<file path="src/rtl/arb_mux_rr_if.sv">
// Valid/ready bundle for arb_mux_rr: NREQS producer channels in, one consumer channel out.
// The slave modport is the arbiter's view; the master modport is the producers/consumer side.
interface arb_mux_rr_if #(
    parameter int NBITS = 8,
    parameter int NREQS = 4
);
    localparam int SELW = (NREQS > 1) ? $clog2(NREQS) : 1;

    logic [NREQS-1:0]       in_val;
    logic [NREQS-1:0]       in_rdy;
    logic [NREQS*NBITS-1:0] in_msg;
    logic                   out_val;
    logic                   out_rdy;
    logic [NBITS-1:0]       out_msg;
    logic [SELW-1:0]        out_sel;

    modport master (
        output in_val, in_msg, out_rdy,
        input  in_rdy, out_val, out_msg, out_sel
    );

    modport slave (
        input  in_val, in_msg, out_rdy,
        output in_rdy, out_val, out_msg, out_sel
    );
endinterface

</file>
<file path="src/rtl/arb_mux_rr.sv">
// Round-robin N-input registered mux with a one-entry output register and valid/ready on every port.
// Define ARB_MUX_RR_FIXED_PRIO_EN to replace round-robin with fixed lowest-index-wins priority.
module arb_mux_rr #(
    parameter int NBITS = 8,
    parameter int NREQS = 4
) (
    input  logic         clk,
    input  logic         reset,
    arb_mux_rr_if.slave  bus
);
    localparam int SELW = (NREQS > 1) ? $clog2(NREQS) : 1;

    logic             full;
    logic [NBITS-1:0] msg;
    logic [SELW-1:0]  sel;

    logic             grant_vld;
    logic [SELW-1:0]  grant_idx;
    logic [NBITS-1:0] grant_msg;
    logic             can_accept;
    logic             xfer;

`ifndef ARB_MUX_RR_FIXED_PRIO_EN
    logic [SELW-1:0]  ptr;
    logic [SELW:0]    cand_sum;
    logic [SELW-1:0]  cand;
`endif

    assign can_accept = !full || bus.out_rdy;
    assign xfer       = can_accept && grant_vld && !reset;

`ifdef ARB_MUX_RR_FIXED_PRIO_EN
    always_comb begin
        grant_vld = 1'b0;
        grant_idx = '0;
        for (int k = 0; k < NREQS; k++) begin
            if (!grant_vld && bus.in_val[k]) begin
                grant_vld = 1'b1;
                grant_idx = SELW'(k);
            end
        end
    end
`else
    // Search starts at ptr and wraps modulo NREQS; first valid channel wins.
    always_comb begin
        grant_vld = 1'b0;
        grant_idx = '0;
        cand_sum  = '0;
        cand      = '0;
        for (int k = 0; k < NREQS; k++) begin
            cand_sum = {1'b0, ptr} + (SELW+1)'(k);
            if (cand_sum >= (SELW+1)'(NREQS))
                cand_sum = cand_sum - (SELW+1)'(NREQS);
            cand = cand_sum[SELW-1:0];
            if (!grant_vld && bus.in_val[cand]) begin
                grant_vld = 1'b1;
                grant_idx = cand;
            end
        end
    end
`endif

    always_comb begin
        grant_msg = '0;
        for (int k = 0; k < NREQS; k++) begin
            if (grant_idx == SELW'(k))
                grant_msg = bus.in_msg[k*NBITS +: NBITS];
        end
    end

    assign bus.in_rdy  = xfer ? (NREQS'(1) << grant_idx) : '0;
    assign bus.out_val = full;
    assign bus.out_msg = msg;
    assign bus.out_sel = sel;

    // A transfer reloads the entry even when it is draining this cycle, so there is no bubble.
    always_ff @(posedge clk) begin
        if (reset) begin
            full <= 1'b0;
            msg  <= '0;
            sel  <= '0;
`ifndef ARB_MUX_RR_FIXED_PRIO_EN
            ptr  <= '0;
`endif
        end else if (xfer) begin
            full <= 1'b1;
            msg  <= grant_msg;
            sel  <= grant_idx;
`ifndef ARB_MUX_RR_FIXED_PRIO_EN
            if (grant_idx == SELW'(NREQS-1))
                ptr <= '0;
            else
                ptr <= grant_idx + SELW'(1);
`endif
        end else if (bus.out_rdy) begin
            full <= 1'b0;
        end
    end
endmodule

</file>
<file path="src/flat_wrapper.sv">
// flat-port wrapper written by rule: the top's interface ports become plain ports
module arb_mux_rr_flat 
#(
    parameter int NBITS = 8,
    parameter int NREQS = 4
)
  (clk, reset, bus_in_val, bus_in_msg, bus_out_rdy, bus_in_rdy, bus_out_val, bus_out_msg, bus_out_sel);
  arb_mux_rr_if #(.NBITS(NBITS), .NREQS(NREQS)) bus_i ();
  input  logic clk;
  input  logic reset;
  input wire logic [$bits(bus_i.in_val)-1:0] bus_in_val;
  input wire logic [$bits(bus_i.in_msg)-1:0] bus_in_msg;
  input wire logic [$bits(bus_i.out_rdy)-1:0] bus_out_rdy;
  output wire logic [$bits(bus_i.in_rdy)-1:0] bus_in_rdy;
  output wire logic [$bits(bus_i.out_val)-1:0] bus_out_val;
  output wire logic [$bits(bus_i.out_msg)-1:0] bus_out_msg;
  output wire logic [$bits(bus_i.out_sel)-1:0] bus_out_sel;
  assign bus_i.in_val = bus_in_val;
  assign bus_i.in_msg = bus_in_msg;
  assign bus_i.out_rdy = bus_out_rdy;
  assign bus_in_rdy = bus_i.in_rdy;
  assign bus_out_val = bus_i.out_val;
  assign bus_out_msg = bus_i.out_msg;
  assign bus_out_sel = bus_i.out_sel;
  arb_mux_rr #(.NBITS(NBITS), .NREQS(NREQS)) u_core (.clk(clk), .reset(reset), .bus(bus_i));
endmodule
</file>
<file path="config.mk">
export PLATFORM = sky130hd
export DESIGN_NAME = arb_mux_rr_flat
export DESIGN_NICKNAME = d
export VERILOG_FILES = /design/src/rtl/arb_mux_rr_if.sv /design/src/rtl/arb_mux_rr.sv /design/src/flat_wrapper.sv
export SDC_FILE = /design/constraint.sdc
export NUM_CORES = 1
export LEC_CHECK = 0
export CAP_MARGIN = 10
export CORE_UTILIZATION = 33
export DETAILED_ROUTE_END_ITERATION = 16
export GPL_TIMING_DRIVEN = 1
export PLACE_DENSITY = 0.76
export SLEW_MARGIN = 5
export SYNTH_ARGS = -nofsm -noshare
export SYNTH_HDL_FRONTEND = slang
export SYNTH_SLANG_ARGS = --single-unit
</file>
<file path="constraint.sdc">
create_clock -name clk -period 2.1 [get_ports clk]
set_input_delay 0.42 -clock clk [delete_from_list [all_inputs] [get_ports clk]]
set_output_delay 0.42 -clock clk [all_outputs]
set_load 0.01 [all_outputs]
</file>
==> results of run 1 <==
through the flow:
| stage | TNS [ps] | util |
|---|---|---|
| 6_report | -168 | 0.712 |
| 3_3_place_gp | -7320 | 0.624 |
| 3_5_place_dp | -7920 | 0.624 |
| 5_1_grt | -653 | 0.712 |
| 4_1_cts | -163 | 0.686 |
| 2_1_floorplan | -21.5 | - |
report_power, final:
part           switching, W  internal [W]
Combinational      0.000334      0.000404
Clock             0.0000811     0.0000737
Sequential        0.0000354      0.000295
Total              0.000451      0.000773
cell type report:
class / instances / share of cell area
Multi-Input combinational cell: 75 / 0.395
Sequential cell: 13 / 0.148
Tap cell: 30 / 0.0211
Clock buffer: 4 / 0.0148
Inverter: 13 / 0.0274
Timing Repair Buffer: 76 / 0.393
registers in the layout, summed over array words and instances, names as in the netlist:
register and flops:
u_core.bus.out_msg 8, u_core.bus.out_sel 2, u_core.ptr 2, u_core.bus.out_val 1
logic make-up after synthesis:
| logic type | after synthesis | synth area share |
|---|---|---|
| adders and majority gates | 4 | 0.0569 |
| AOI/OAI and AO/OA | 51 | 0.393 |
| and+or+nand+nor | 19 | 0.138 |
| buffers and inverters | 21 | 0.105 |
| muxes | 1 | 0.0114 |
| DFF | 13 | 0.296 |
worst register-to-register path: stages, from the launching register on:
cell and delay, ps:
dfxtp_4 370, mux2i_2 160, o221ai_2 190, buf_4 160, nor2_4 50, ha_4 160, buf_6 130, nor2b_4 270
a221oi_2 90, a211o_1 310, a21oi_2 130
worst min-delay path by stage:
stage / endpoint / slack [ps] / depth (start not counted)
detailed placement: u_core.bus.out_sel[0]$_SDFFE_PP0P_ / 460 / 2
CTS: u_core.bus.out_sel[0]$_SDFFE_PP0P_ / 480 / 2
finish: u_core.bus.out_sel[0]$_SDFFE_PP0P_ / 480 / 2
floorplan: u_core.bus.out_sel[0]$_SDFFE_PP0P_ / 480 / 2
global route: u_core.bus.out_sel[1]$_SDFFE_PP0P_ / 510 / 2
global placement: u_core.bus.out_sel[1]$_SDFFE_PP0P_ / 450 / 2
synth_stat cells, drive strengths merged (3+ instances only):
| cell | number |
|---|---|
| inv | 12 |
| and2 | 4 |
| dfxtp | 13 |
| a21oi | 27 |
| a211o | 7 |
| nor2b | 3 |
| o21ai | 4 |
| ha | 4 |
| a221oi | 8 |
| nand3 | 3 |
| clkbuf | 3 |
| nor2 | 3 |
| buf | 5 |
layer usage:
metal / up-vias / part of all wire / GRT usage
met5: - / 0 / 0
met4: 0 / 0.023 / 0.123
met3: 10 / 0.049 / 0.0367
met2: 43 / 0.48 / 0.402
met1: 509 / 0.45 / 0.282
li1: 544 / - / -
timing repair:
action                                  4_1_cts  5_1_grt
resized for setup                            50       21
endpoints found under the setup margin       12       12
pin swaps                                    12       14
setup buffers                                 5        1
==> flow_metrics.py, run 1 <==
metrics = {
    "critical_path": {
        "critPathCaptureType": "output pin",
        "r2r_end": "u_core.bus.out_msg[1]$_SDFFE_PP0P_",
        "path_delay_family": "simple AND/OR/NAND/NOR gates",
        "regToRegSetupSlack_ps": 20,
        "reg2reg_from": "u_core.ptr[1]$_SDFFE_PP0P_",
        "ff2ff_path_depth": 10,
        "required_ps": 1680,
        "cp_num_cells": 6,
        "crit_type": "reg2out",
        "cpPeakStageDelay_ps": 390,
        "crit_end": "bus_in_rdy[2]",
        "critical_path.startpoint": "u_core.ptr[1]$_SDFFE_PP0P_",
        "crit_slowest_cell": "dfxtp_4",
        "start_kind": "register",
        "critPathBufInv": 1,
        "worstPathMaxFanout": 5,
        "arrival_ps": 1730,
        "path_cells": "mux2i_2 -> o221ai_2 -> or2_4 -> ha_4 -> and2_1 -> buf_2",
    },
    "finish": {
        "final_cell_mix": "clkdlybuf4s50_1 (45), buf_4 (20), a21oi_1 (17), dfxtp_1 (12), a21oi_2 (10)",
        "areaGrowthSynthToFinish_pct": 102,
        "filler_cell_count": 201,
        "multi_input_area_um2": 703,
        "diodes": 0,
        "final_cells": 211,
        "final_common_cell": "clkdlybuf4s50_1",
        "fin_nets": 225,
        "finalInstanceArea_um2": 1780,
        "regArea_um2": 264,
        "drive_gt1_frac": 0.392,
    },
    "route": {
        "drt-initial-drc-count": 10,
        "drt_first_pass_iters": 4,
        "wirelength_um": 3210,
        "drc_errors": 0,
        "vias": 1106,
        "vias_per_cell": 5.24,
        "routedWlPerCell_um": 15.2,
        "detail-route-antenna-nets": 0,
    },
    "die": {
        "initial_core_util": 0.352,
        "rows": 18,
        "die_h_um": 53.6,
        "die_w_um": 53.6,
        "die-area_um2": 2880,
        "fp.coreArea_um2": 2500,
        "io_pins": 54,
    },
    "clock_tree": {
        "tritoncts": "yes",
        "path_clk_slew_ps": 80,
        "clock_sinks": 13,
        "cts_buffer_depth": 2,
        "root_buffer": "clkbuf_4",
        "cts_hold_buf": 0,
        "htreeDepth": 1,
        "numCtsBuffers": 3,
        "clk_latency_ps": 270,
    },
    "synth": {
        "syn_nets": 152,
        "netlist_instances": 109,
        "ys_ff_latch": 13,
        "yosysWarningCount": 0,
        "ys_top_cells_by_area": "dfxtp_1 (30%), a21oi_1 (13%), a221oi_1 (8.0%), a211o_1 (7.0%), ha_1 (5.7%)",
        "yosysTopAreaCell": "dfxtp_1",
        "ys_types": 30,
        "synth_area_um2": 880,
        "ys_seq_area_frac": 0.296,
        "synthArstFlopShare": 0,
        "avgSynthCellArea_um2": 8.07,
        "synth_edf_count": 0,
        "synth_top_area_share": 0.296,
        "ys.flop_type": "dfxtp_1",
    },
    "place": {
        "dp_hpwl_um": 2230,
        "io_buffers": 53,
        "dpl_cell_area_um2": 1560,
        "gp_congestion": 0.826,
        "dp_slack_ps": -739,
        "place_inst": 203,
    },
    "timing": {
        "period_share": 1.02,
        "min_period_ps": 2150,
        "worst_slew_pin_slew_ps": 321,
        "setup_ws_ps": -50.4,
        "finalSetupViolCount": 4,
        "holdWs_ps": 476,
        "rsz0062_at_grt": "true",
        "hold_viol": 0,
        "fmax_mhz": 465,
        "drv_slew": 0,
        "max-slew-margin-rel": 0.786,
        "skew_ps": 3.30,
    },
    "global_route": {
        "grt_max_degree": 17,
        "grt_pass1_wl_um": 4830,
        "grt_usage": 0.236,
        "grt_overflow": 0,
        "grt_pass1_vias": 1095,
        "antenna_found_initial": 0,
    },
    "power_and_ir_drop": {
        "powerDensity_nw_per_um2": 688,
        "power.leakage_nw": 0.729,
        "power_w": 0.00122,
        "vdd_drop_max_v": 0.000629,
    },
    "status": {
        "violations": "negative setup slack",
        "status": "finished with violations",
    },
    "flow_run": {
        "maxCapViolCount": 0,
    },
    "min_path": {
        "min_path_type": "reg2reg",
        "min_from": "u_core.bus.out_sel[0]$_SDFFE_PP0P_",
    },
}
(Power assumes the default switching activity.)
==> run 2: changes to the inputs <==
--- a/config.mk
+++ b/config.mk
@@ -6,10 +6,11 @@
 export NUM_CORES = 1
 export LEC_CHECK = 0
 export CAP_MARGIN = 10
-export CORE_UTILIZATION = 33
+export CORE_UTILIZATION = 36
 export DETAILED_ROUTE_END_ITERATION = 16
 export GPL_TIMING_DRIVEN = 1
-export PLACE_DENSITY = 0.76
+export PLACE_DENSITY = 0.78
+export SKIP_CTS_REPAIR_TIMING = 1
 export SLEW_MARGIN = 5
 export SYNTH_ARGS = -nofsm -noshare
 export SYNTH_HDL_FRONTEND = slang
==> constraint.sdc (replaced) <==
create_clock -name clk -period 2.2 [get_ports clk]
set_input_delay 0.44 -clock clk [delete_from_list [all_inputs] [get_ports clk]]
set_output_delay 0.44 -clock clk [all_outputs]
set_load 0.01 [all_outputs]
==> flow_metrics.py, run 2 (synthesis results as in run 1) <==
metrics = {
    "place": {
        "dp_slack_ps": -748,
        "gp_congestion": 0.778,
        "dp_hpwl_um": 2340,
        "io_buffers": 53,
    },
    "timing": {
        "max-slew-margin-rel": 0.787,
        "period_share": 0.975,
        "rsz0062_at_grt": "true",
        "min_period_ps": 2140,
        "worst_slew_pin_slew_ps": 317,
        "hold_viol": 0,
        "skew_ps": 0.534,
        "setup_ws_ps": 56.0,
        "finalSetupViolCount": 0,
        "drv_slew": 0,
        "holdWs_ps": 473,
        "fmax_mhz": 466,
    },
    "global_route": {
        "grt_pass1_vias": 1042,
        "grt_max_degree": 17,
        "grt_pass1_wl_um": 4730,
        "antenna_found_initial": 0,
        "grt_overflow": 0,
        "grt_usage": 0.238,
    },
    "clock_tree": {
        "clk_latency_ps": 260,
        "root_buffer": "clkbuf_4",
        "htreeDepth": 1,
        "cts_buffer_depth": 2,
        "clock_sinks": 13,
        "tritoncts": "yes",
        "path_clk_slew_ps": 70,
        "numCtsBuffers": 3,
    },
    "power_and_ir_drop": {
        "power.leakage_nw": 0.735,
        "vdd_drop_max_v": 0.000408,
        "power_w": 0.00108,
        "powerDensity_nw_per_um2": 641,
    },
    "finish": {
        "filler_cell_count": 166,
        "diodes": 0,
        "post-route-util": 0.747,
        "drive_gt1_frac": 0.317,
        "final_cell_mix": "clkdlybuf4s50_1 (45), buf_4 (24), a21oi_1 (19), dfxtp_1 (12), inv_1 (10)",
        "fin_nets": 227,
        "largest_register_ffs": 8,
        "areaGrowthSynthToFinish_pct": 91.5,
        "multi_input_area_um2": 602,
        "final_common_cell": "clkdlybuf4s50_1",
        "regArea_um2": 262,
    },
    "critical_path": {
        "arrival_ps": 1700,
        "worstPathMaxFanout": 6,
        "critPathCaptureType": "output pin",
        "required_ps": 1760,
        "crit_type": "in2out",
        "start_kind": "input pin",
    },
    "route": {
        "routedWlPerCell_um": 14.9,
        "vias": 1107,
        "vias_per_cell": 5.25,
        "drt_first_pass_iters": 4,
        "wirelength_um": 3140,
        "drc_errors": 0,
        "drt-initial-drc-count": 19,
        "detail-route-antenna-nets": 0,
    },
    "die": {
        "die-area_um2": 2650,
        "die_h_um": 51.4,
        "initial_core_util": 0.390,
        "fp.coreArea_um2": 2250,
        "die_w_um": 51.4,
        "io_pins": 54,
        "rows": 17,
    },
    "status": {
        "status": "complete, no violations",
    },
    "min_path": {
        "min_path_type": "reg2reg",
    },
    "flow_run": {
        "maxCapViolCount": 0,
    },
}
-- run 2: final cells by class --
class,instances,share of cell area
Timing Repair Buffer,78,0.422
Multi-Input combinational cell,75,0.357
Sequential cell,13,0.155
Inverter,13,0.0290
Tap cell,28,0.0208
Clock buffer,4,0.0156
-- run 2: through the flow --
| stage | instance area (µm²) | std cells | TNS (ps) |
|---|---|---|---|
| after floorplan | 900 | 109 | 0 |
| after global placement | 1560 | 202 | -7710 |
| after detailed placement | 1560 | 202 | -8470 |
| after CTS | 1580 | 206 | -6170 |
| after global routing | 1680 | 211 | -288 |
| final | 1680 | 211 | 0 |
-- run 2: final timing paths --
| path | start | endpoint | slack, ps | cells past startpoint |
|---|---|---|---|---|
| max | bus_in_val[3] | bus_in_rdy[0] | 60 | 8 |
| min | u_core.bus.out_sel[1]$_SDFFE_PP0P_ | u_core.bus.out_sel[1]$_SDFFE_PP0P_ | 470 | 2 |
| max reg2reg | u_core.ptr[1]$_SDFFE_PP0P_ | u_core.bus.out_msg[7]$_SDFFE_PP0P_ | 110 | 11 |
| min reg2reg | u_core.bus.out_sel[1]$_SDFFE_PP0P_ | u_core.bus.out_sel[1]$_SDFFE_PP0P_ | 470 | 2 |
-- run 2: power by group --
part	switching, W	leakage (nW)	internal, W
Combinational	0.000279	0.611	0.000349
Sequential	0.0000275	0.109	0.000280
Clock	0.0000724	0.0150	0.0000701
Total	0.000379	0.735	0.000700
-- run 2: critical path: stages --
cell            delay [ps]
dlymetal6s2s_1         140
buf_4                  140
nor4_4                 300
buf_4                  190
nor3_4                  60
buf_4                  150
and2_1                 150
clkbuf_2               120
-- run 2: layer usage --
metal  wire length, µm  up-vias  global-route usage
met5                 0        -                   0
met4                17        0              0.0811
met3               287        2              0.0714
met2              1540       46               0.400
met1              1290      515               0.284
li1                  -      544                   -
